===== src/rtl/adc_spi_seq.sv =====
// Multi-channel SPI ADC sequencer: round-robins the mux, shifts one frame per channel,
// latches results and setpoint compares. Optional hysteresis via `ADC_SPI_SEQ_HYST_EN.
module adc_spi_seq #(
    parameter int NUM_CH     = 2,
    parameter int ADC_BITS   = 16,
    parameter int FRAME_BITS = 16,
    parameter int CLK_DIV    = 12,
    parameter int CS_SETUP   = 4,
    parameter int CS_IDLE    = 24,
`ifdef ADC_SPI_SEQ_HYST_EN
    parameter int HYST       = 16,
`endif
    localparam int CH_W      = (NUM_CH > 1) ? $clog2(NUM_CH) : 1
) (
    input  logic                         clk48mhz,
    input  logic                         rstn,
    input  logic                         enable,
    output logic                         adc_clk,
    input  logic                         adc_dout,
    output logic [CH_W-1:0]              adc_chsel,
    output logic                         adc_cs,
    input  logic [NUM_CH*ADC_BITS-1:0]   adc_setpoint,
    output logic [NUM_CH*ADC_BITS-1:0]   adc_value,
    output logic                         adc_valid,
    output logic [CH_W-1:0]              adc_valid_ch,
    output logic [NUM_CH-1:0]            below
);

    // state    | meaning
    // IDLE     | cs high, sclk low, waiting for enable
    // SETUP    | cs low, CS_SETUP cycles before first sclk rise
    // SHIFT    | FRAME_BITS sclk periods, sample on each rise
    // CAPTURE  | write result, compare, pulse valid, raise cs
    // QUIET    | cs high for CS_IDLE cycles, mux advanced
    typedef enum logic [2:0] {
        ST_IDLE,
        ST_SETUP,
        ST_SHIFT,
        ST_CAPTURE,
        ST_QUIET
    } state_t;

    localparam int CNT_MAX_A = (CS_SETUP > CS_IDLE) ? CS_SETUP : CS_IDLE;
    localparam int CNT_MAX   = (CNT_MAX_A > CLK_DIV) ? CNT_MAX_A : CLK_DIV;
    localparam int CNT_W     = $clog2(CNT_MAX + 1);
    localparam int TOG_W     = $clog2(2 * FRAME_BITS);

    localparam logic [CH_W-1:0]  LAST_CH   = CH_W'(NUM_CH - 1);
    localparam logic [CNT_W-1:0] SETUP_LD  = CNT_W'(CS_SETUP - 1);
    localparam logic [CNT_W-1:0] IDLE_LD   = CNT_W'(CS_IDLE - 1);
    localparam logic [CNT_W-1:0] DIV_LD    = CNT_W'(CLK_DIV - 1);
    localparam logic [TOG_W-1:0] TOG_LD    = TOG_W'(2 * FRAME_BITS - 1);

    state_t                  state;
    logic [CNT_W-1:0]        cnt;
    logic [TOG_W-1:0]        tog_left;
    logic [FRAME_BITS-1:0]   shreg;
    logic [CH_W-1:0]         ch;
    logic [CH_W-1:0]         ch_next;
    logic [ADC_BITS-1:0]     result;
    logic [ADC_BITS-1:0]     setpoint;
    logic                    cap_below;

    assign adc_chsel = ch;
    assign ch_next   = (ch == LAST_CH) ? '0 : ch + 1'b1;
    assign result    = shreg[ADC_BITS-1:0];
    assign setpoint  = adc_setpoint[ch*ADC_BITS +: ADC_BITS];

    always_comb begin
        cap_below = below[ch];
`ifdef ADC_SPI_SEQ_HYST_EN
        // Clear threshold widened by one bit so setpoint + HYST never wraps.
        if (result < setpoint) begin
            cap_below = 1'b1;
        end else if ({1'b0, result} >= ({1'b0, setpoint} + (ADC_BITS+1)'(HYST))) begin
            cap_below = 1'b0;
        end
`else
        cap_below = (result < setpoint);
`endif
    end

    always_ff @(posedge clk48mhz or negedge rstn) begin
        if (!rstn) begin
            state        <= ST_IDLE;
            cnt          <= '0;
            tog_left     <= '0;
            shreg        <= '0;
            ch           <= '0;
            adc_cs       <= 1'b1;
            adc_clk      <= 1'b0;
            adc_value    <= '0;
            below        <= '0;
            adc_valid    <= 1'b0;
            adc_valid_ch <= '0;
        end else begin
            adc_valid <= 1'b0;
            case (state)
                ST_IDLE: begin
                    adc_cs  <= 1'b1;
                    adc_clk <= 1'b0;
                    if (enable) begin
                        state  <= ST_SETUP;
                        adc_cs <= 1'b0;
                        cnt    <= SETUP_LD;
                    end
                end

                ST_SETUP: begin
                    if (cnt == '0) begin
                        state    <= ST_SHIFT;
                        adc_clk  <= 1'b1;
                        shreg    <= FRAME_BITS'({shreg, adc_dout});
                        cnt      <= DIV_LD;
                        tog_left <= TOG_LD;
                    end else begin
                        cnt <= cnt - 1'b1;
                    end
                end

                // tog_left reaching zero marks the last fall; one more half period
                // completes the final sclk period before capture.
                ST_SHIFT: begin
                    if (cnt == '0) begin
                        cnt <= DIV_LD;
                        if (tog_left == '0) begin
                            state <= ST_CAPTURE;
                        end else begin
                            tog_left <= tog_left - 1'b1;
                            adc_clk  <= ~adc_clk;
                            if (!adc_clk) begin
                                shreg <= FRAME_BITS'({shreg, adc_dout});
                            end
                        end
                    end else begin
                        cnt <= cnt - 1'b1;
                    end
                end

                ST_CAPTURE: begin
                    adc_cs       <= 1'b1;
                    adc_valid    <= 1'b1;
                    adc_valid_ch <= ch;
                    adc_value[ch*ADC_BITS +: ADC_BITS] <= result;
                    below[ch]    <= cap_below;
                    cnt          <= IDLE_LD;
                    state        <= ST_QUIET;
                end

                ST_QUIET: begin
                    if (cnt == IDLE_LD) begin
                        ch <= ch_next;
                    end
                    if (cnt == '0) begin
                        if (enable) begin
                            state  <= ST_SETUP;
                            adc_cs <= 1'b0;
                            cnt    <= SETUP_LD;
                        end else begin
                            state <= ST_IDLE;
                        end
                    end else begin
                        cnt <= cnt - 1'b1;
                    end
                end

                default: begin
                    state   <= ST_IDLE;
                    adc_cs  <= 1'b1;
                    adc_clk <= 1'b0;
                end
            endcase
        end
    end

endmodule


===== config.mk =====
export PLATFORM = sky130hd
export DESIGN_NAME = adc_spi_seq
export DESIGN_NICKNAME = d
export VERILOG_FILES = /design/src/rtl/adc_spi_seq.sv
export SDC_FILE = /design/constraint.sdc
export NUM_CORES = 1
export LEC_CHECK = 0
export CAP_MARGIN = 20
export CORE_UTILIZATION = 55
export DETAILED_ROUTE_END_ITERATION = 10
export HOLD_SLACK_MARGIN = 0.06
export MAX_ROUTING_LAYER = met4
export PLACE_DENSITY = 0.86
export SYNTH_ARGS = -nofsm -noshare
export SYNTH_HDL_FRONTEND = slang
export SYNTH_SLANG_ARGS = --single-unit

===== constraint.sdc =====
create_clock -name clk48mhz -period 4.3 [get_ports clk48mhz]
set_input_delay 1.075 -clock clk48mhz [delete_from_list [all_inputs] [get_ports clk48mhz]]
set_output_delay 1.075 -clock clk48mhz [all_outputs]
set_load 0.05 [all_outputs]

### Word-level counts from Yosys, hierarchy flattened

Index checks and enable logic that the tools add are counted.

* $add $sub $neg: 4
* order comparisons: 3
* equal/unequal tests: 13
* shift operators: 3
* multiplexer cells: 34
* bitwise logic cells: 3
* reduce and logical (&&, ||, !) cells: 14

Operators with widths (count)
* 16-bit 2-to-1 mux: 4
* 5-bit negator with 34-bit output: 1
* 16-bit by 34-bit variable shift with 32-bit output, first input constant: 1
* 16-bit by 34-bit variable part select with 32-bit output: 1
* 32-bit bitwise mux: 1
* 16-bit case mux with 2 select lines: 1
* 32-bit by 6-bit variable part select with 16-bit output: 1
* 5-bit 2-to-1 mux: 6
* 5-bit case mux with 4 select lines: 1
* 16-bit less-than comparator: 1
* 2-bit inequality test, second input constant: 8
* 3-bit 2-to-1 mux: 5
* 3-bit case mux with 5 select lines: 1
* 5-bit logical NOT: 2
* 1-bit 2-to-1 mux: 10
* 5-bit case mux with 2 select lines: 1
* 5-bit AND reduction: 2
* 5-bit by 1-bit subtractor with 5-bit output, second input constant: 2
* 4-bit AND reduction: 2
* 3-bit by 2-bit equality test with 1-bit output, second input constant: 2
* 1-bit case mux with 3 select lines: 2
* 5-bit equality test, second input constant: 1
* 4-bit nonzero test: 1
* 2-bit OR reduction: 2
* other kinds (13): 15

* register bits: 68
* input port bits: 36
* output and inout port bits: 39
* logic and storage cells: 85

### Depth between registers and ports, before layout

* word-level depth: 5
* gate-level depth with buffers: 9
* mapped depth without buffers: 7

### Worst setup path before layout

No wires, ideal clock.

* kind: flip-flop to flip-flop
* start point: reg ch (netlist: adc_chsel)
* end point: reg below[1]
* library setup time: 96 ps
* arrival: 2619 ps
* required time: 4204 ps
* setup slack: 1586 ps
* stages on the path, launching flop included: 9
* path buffers: 2
* period minus slack after synthesis: 2714 ps
* cell sequence: dfrtp_1 -> buf_2 -> buf_1 -> mux2i_1 -> ha_1 -> a41oi_1 -> o21ai_0 -> a22o_1 -> o31ai_1

* cells in the longest elaborated chain, start to end: 5
* elaborated cells on any way between the ends: 8
* classes of those cells: order compare: 3; shift: 1; mux: 3; reduce/logical: 1

Ends and longest elaborated chain
* start: declaration: line 58 `logic [CH_W-1:0] ch;`
* start signal: assignment: line 152 `ch <= ch_next;`
* branches (longest 4 deep; another with 16-bit less-than comparator)
* 2-bit bitwise mux (*): line 145 `below[ch] <= cap_below;`
* end signal: indexed assignment: line 145
* end: declaration: line 26 `output logic [NUM_CH-1:0] below`

Every way passes the cells marked *.
A chain may end at the register's enable or synchronous reset.

### Worst setup path in the final report

* start point: reg ch (netlist: adc_chsel)
* end point: out adc_chsel

RTL lines
* end: declaration: line 20 `output logic [CH_W-1:0] adc_chsel,`

No word-level cell between the ends.

==> results <==
- The tool flagged a number of max-cap violations equal to 0.
- After detailed routing, the number of remaining DRC violations is 0.
- The detail-routed net length per standard cell is between 15 and 20 um.
- The synthesized area is ~3500 sq um.
- Wire segments on met3 add up to approximately 400 um in the final route.
- The register bit count reported by yosys is 68.
- From synthesis to final layout, the design area changed by 29.8%.
- Data arrives at the worst endpoint at between 1.5 and 2 ns.
- The filler cell count is between 400 and 500.
- The critical path class is flip-flop to output port.
- The relative slew slack is between 30% and 40%.
- The first global-routing pass estimated 12100 um of wire.
- The initial antenna violation count was 0.
- Measured along the x axis, the die boundary spans 81.3 um.
- between 70 and 80 I/O pins were placed.
- The later pin in the worst-skew pair is clocked with a latency of approximately 0.34 ns.
- No sink is reached through more buffers than the 2 on the longest clock path.
- The number of hold buffers added after CTS was 0.
- The slew at the pin closest to its max-slew limit is roughly 0.9 ns.
- The antenna diode count is 0.
- The class of the tightest hold or removal check is flip-flop to flip-flop.
- The portion of the clock cycle consumed by the worst path in the final layout is about 70%.
- The count of cells in the finished layout, fillers not included, comes to roughly 450.
- Among all flip-flop cells after synthesis, the most frequent one is sky130_fd_sc_hd__dfrtp_1.
- The floorplan has 28 rows.
- The register area share after synthesis is between 40% and 50%.
- Setup repair after global routing left no endpoint under its margin.
- The cell chosen for the clock root is sky130_fd_sc_hd__clkbuf_8.
- The total routed wirelength is approximately 7700 um.
- Data on the critical path is required at its endpoint by 3.22 ns.
- The maximum vdd ir drop is between 0.0002 and 0.0003 V.
- After the first detailed-routing iteration, the DRC count stood at between 100 and 150.
- Signal routing reaches up to met4.
- The clock-pin slew on the worst setup and hold paths is ~0.070 ns.
- The number of sinks driven by the clock tree is just under 70.
- The final weighted congestion in routability-driven placement is roughly 0.83.
- The average vias per placed instance is about 5.9.
- In this run the post-CTS setup repair buffer count came out at 0.
- Adding up every negative setup slack in the final design gives 0 ns.
- The power per cell area is 301 nW/um^2.
- The placed wire-length estimate is 5360 um.
- Counting flops with an async set or reset pin after synthesis yields a share of 100%.
- The count of cell types in the netlist is 50.
- The maximum number of pins on one net before global-route repair is 43.
- The run finished with clean final reports.
- The number of gates resized after CTS is 0.
- STA classifies the critical path startpoint as a flip-flop.
- The count of endpoints failing setup in the final report is 0.
- The initial standard-cell utilization of the core is ~58%.
- The floorplan step defined a core boundary enclosing about 6000 sq um.
- The via count of the first global-routing pass is 2505.
- The number of synthesized flops with an enable pin is 0.
- Yosys printed 0 warnings.
- Along the worst path, the maximum fanout reaches 20.
- In the global route stage, overall resource usage came out at roughly a quarter.
- The clock tree synthesis step divided the H-tree into 3 levels.
- The time the final worst path needs with I/O delays and setup is ~2.9 ns.
- The full die area is ~6600 sq um.
- The number of I/O port buffers is 74.
- The synthesized area per cell is around 12 sq um.
- In this run, placement finished with an instance count of 428.
- TritonCTS built the clock tree.
- Between clock sinks in the finished design, the worst skew comes to a little under 0.007 ns.
- The number of nets with antenna violations after detailed routing is 0.
- The floorplan step set the die height to approximately 80 um.
- Timing would allow up to ~340 MHz.
- The share of post-route cells with drive strength above 1 is roughly a fifth.
- The number of slew-limit violations in the final report is 0.
- The final-report hold violation count is 0.
- The leftover overflow at the end of global routing is 0.
- The number of nets in the layout is 420.
- The net count after synthesis is approximately 350.
- The wire length the detailed router placed on met1 is around 3200 um.
- The worst setup path is captured at an output port.
- The detailed-routed wire length on met2 is 3870 um.
- The number of iterations in the first detailed-routing pass is 4.
- The cell count after synthesis came out at 290.
- The number of CTS-inserted buffers is 9.
- The leakage power is around 2.0 nW.
- The via count is about 2600.
## layout by cell type, fill, tap and decap left out, drive strengths merged, types with 3 or more instances in the layout
cell type and n:
clkdlybuf4s50 73, dfrtp 67, mux2 48, ha 19, mux2i 17, o21ai 16
nand2 15, a21oi 14, nor2 14, clkbuf 11, inv 7, nor3 7
a211oi 4, nand4 4, o31ai 4, buf 4, nand2b 3, nand3 3
a31oi 3, o21a 3, bufinv 3
## kinds of logic after synthesis
kind of cell               count (synthesis)  share of synthesized area [%]
and+or+nand+nor                           57                           9.01
muxes                                     65                           20.6
adders and majority gates                 20                           7.17
AOI/OAI and AO/OA                         57                           10.5
buffers and inverters                     21                           2.97
xor gates and xnor gates                   2                          0.507
DFF                                       68                           49.3
## final timing paths
path,from,endpoint,slack [ns],cells after the start
min,adc_value[7]$_DFFE_PN0P_,adc_value[7]$_DFFE_PN0P_,0.51,1
min reg2reg,adc_value[7]$_DFFE_PN0P_,adc_value[7]$_DFFE_PN0P_,0.51,1
max in group asynchronous,rstn,result[10]$_DFFE_PN0P_,2.67,2
min in group asynchronous,rstn,tog_left[2]$_DFFE_PN0P_,0.85,1
max,adc_chsel$_DFFE_PN0P_,adc_chsel,1.37,2
max reg2reg,cnt[0]$_DFFE_PN0P_,tog_left[4]$_DFFE_PN0P_,1.92,7
## synthesized netlist by cell type, types with 2 or more instances
library cell | count | area share [%]
sky130_fd_sc_hd__inv_1 | 7 | 0.76
sky130_fd_sc_hd__nor2_1 | 13 | 1.4
sky130_fd_sc_hd__a211oi_1 | 4 | 0.87
sky130_fd_sc_hd__nand2b_1 | 3 | 0.54
sky130_fd_sc_hd__dfrtp_1 | 67 | 48
sky130_fd_sc_hd__buf_1 | 2 | 0.22
sky130_fd_sc_hd__nor3_1 | 7 | 1.0
sky130_fd_sc_hd__buf_4 | 3 | 0.65
sky130_fd_sc_hd__mux2i_1 | 17 | 4.9
sky130_fd_sc_hd__o21a_1 | 3 | 0.65
sky130_fd_sc_hd__clkbuf_1 | 4 | 0.43
sky130_fd_sc_hd__a21oi_1 | 14 | 2.0
sky130_fd_sc_hd__ha_1 | 19 | 6.9
sky130_fd_sc_hd__nand3_1 | 3 | 0.43
sky130_fd_sc_hd__o31ai_1 | 4 | 0.87
sky130_fd_sc_hd__xor2_1 | 2 | 0.51
sky130_fd_sc_hd__a41oi_1 | 2 | 0.51
sky130_fd_sc_hd__o21ai_0 | 14 | 2.0
sky130_fd_sc_hd__a31oi_1 | 3 | 0.54
sky130_fd_sc_hd__o32a_1 | 2 | 0.58
sky130_fd_sc_hd__mux2_2 | 48 | 16
sky130_fd_sc_hd__buf_2 | 4 | 0.58
sky130_fd_sc_hd__nand4_1 | 4 | 0.72
sky130_fd_sc_hd__nand2_1 | 15 | 1.6
## critical path, stage by stage (launching register included)
cell,delay [ns]
sky130_fd_sc_hd__dfrtp_1,0.32
sky130_fd_sc_hd__buf_4,0.31
sky130_fd_sc_hd__clkdlybuf4s50_1,0.87
## routing by layer
layer / vias up / GRT usage (%)
li1: 1227 / -
met1: 1307 / 30.2
met2: 91 / 40.2
met3: 22 / 7.30
met4: 0 / 12.1
met5: - / -
## flip-flops by register name, indices dropped and copies added (netlist names)
signal / cells
tog_left: 5
result: 16
adc_valid_ch: 1
adc_value: 32
adc_valid: 1
adc_clk: 1
adc_chsel: 1
cnt: 5
adc_cs: 1
below: 2
state: 3
## per-stage QoR
step	cell area (sq um)	hold slack, ns	setup WS [ns]	power [mW]	utilization [%]
3_5_place_dp	4230	0.489	1.48	0.717	70.7
4_1_cts	4480	0.508	1.35	1.36	74.8
2_1_floorplan	3460	0.504	1.59	0.667	-
3_3_place_gp	4230	0.463	1.53	0.715	70.7
6_report	4490	0.507	1.37	1.35	74.9
5_1_grt	4490	0.526	1.29	1.39	74.9
## power breakdown
part           switching, mW  leakage, nW  internal, mW
registers            0.00129        0.897         0.640
logic                 0.0271         1.02        0.0364
clock network          0.243        0.122         0.401
total                  0.272         2.04          1.08
## layout make-up
type	instances	area, sq um	area share (%)
sequential	68	1700	38.0
multi-input combinational	201	1650	36.8
timing repair buffer	78	763	17.0
clock buffer	10	138	3.07
clock inverter	6	111	2.48
tap	75	93.8	2.09
inverter	7	26.3	0.586
(Power assumes the default switching activity.)
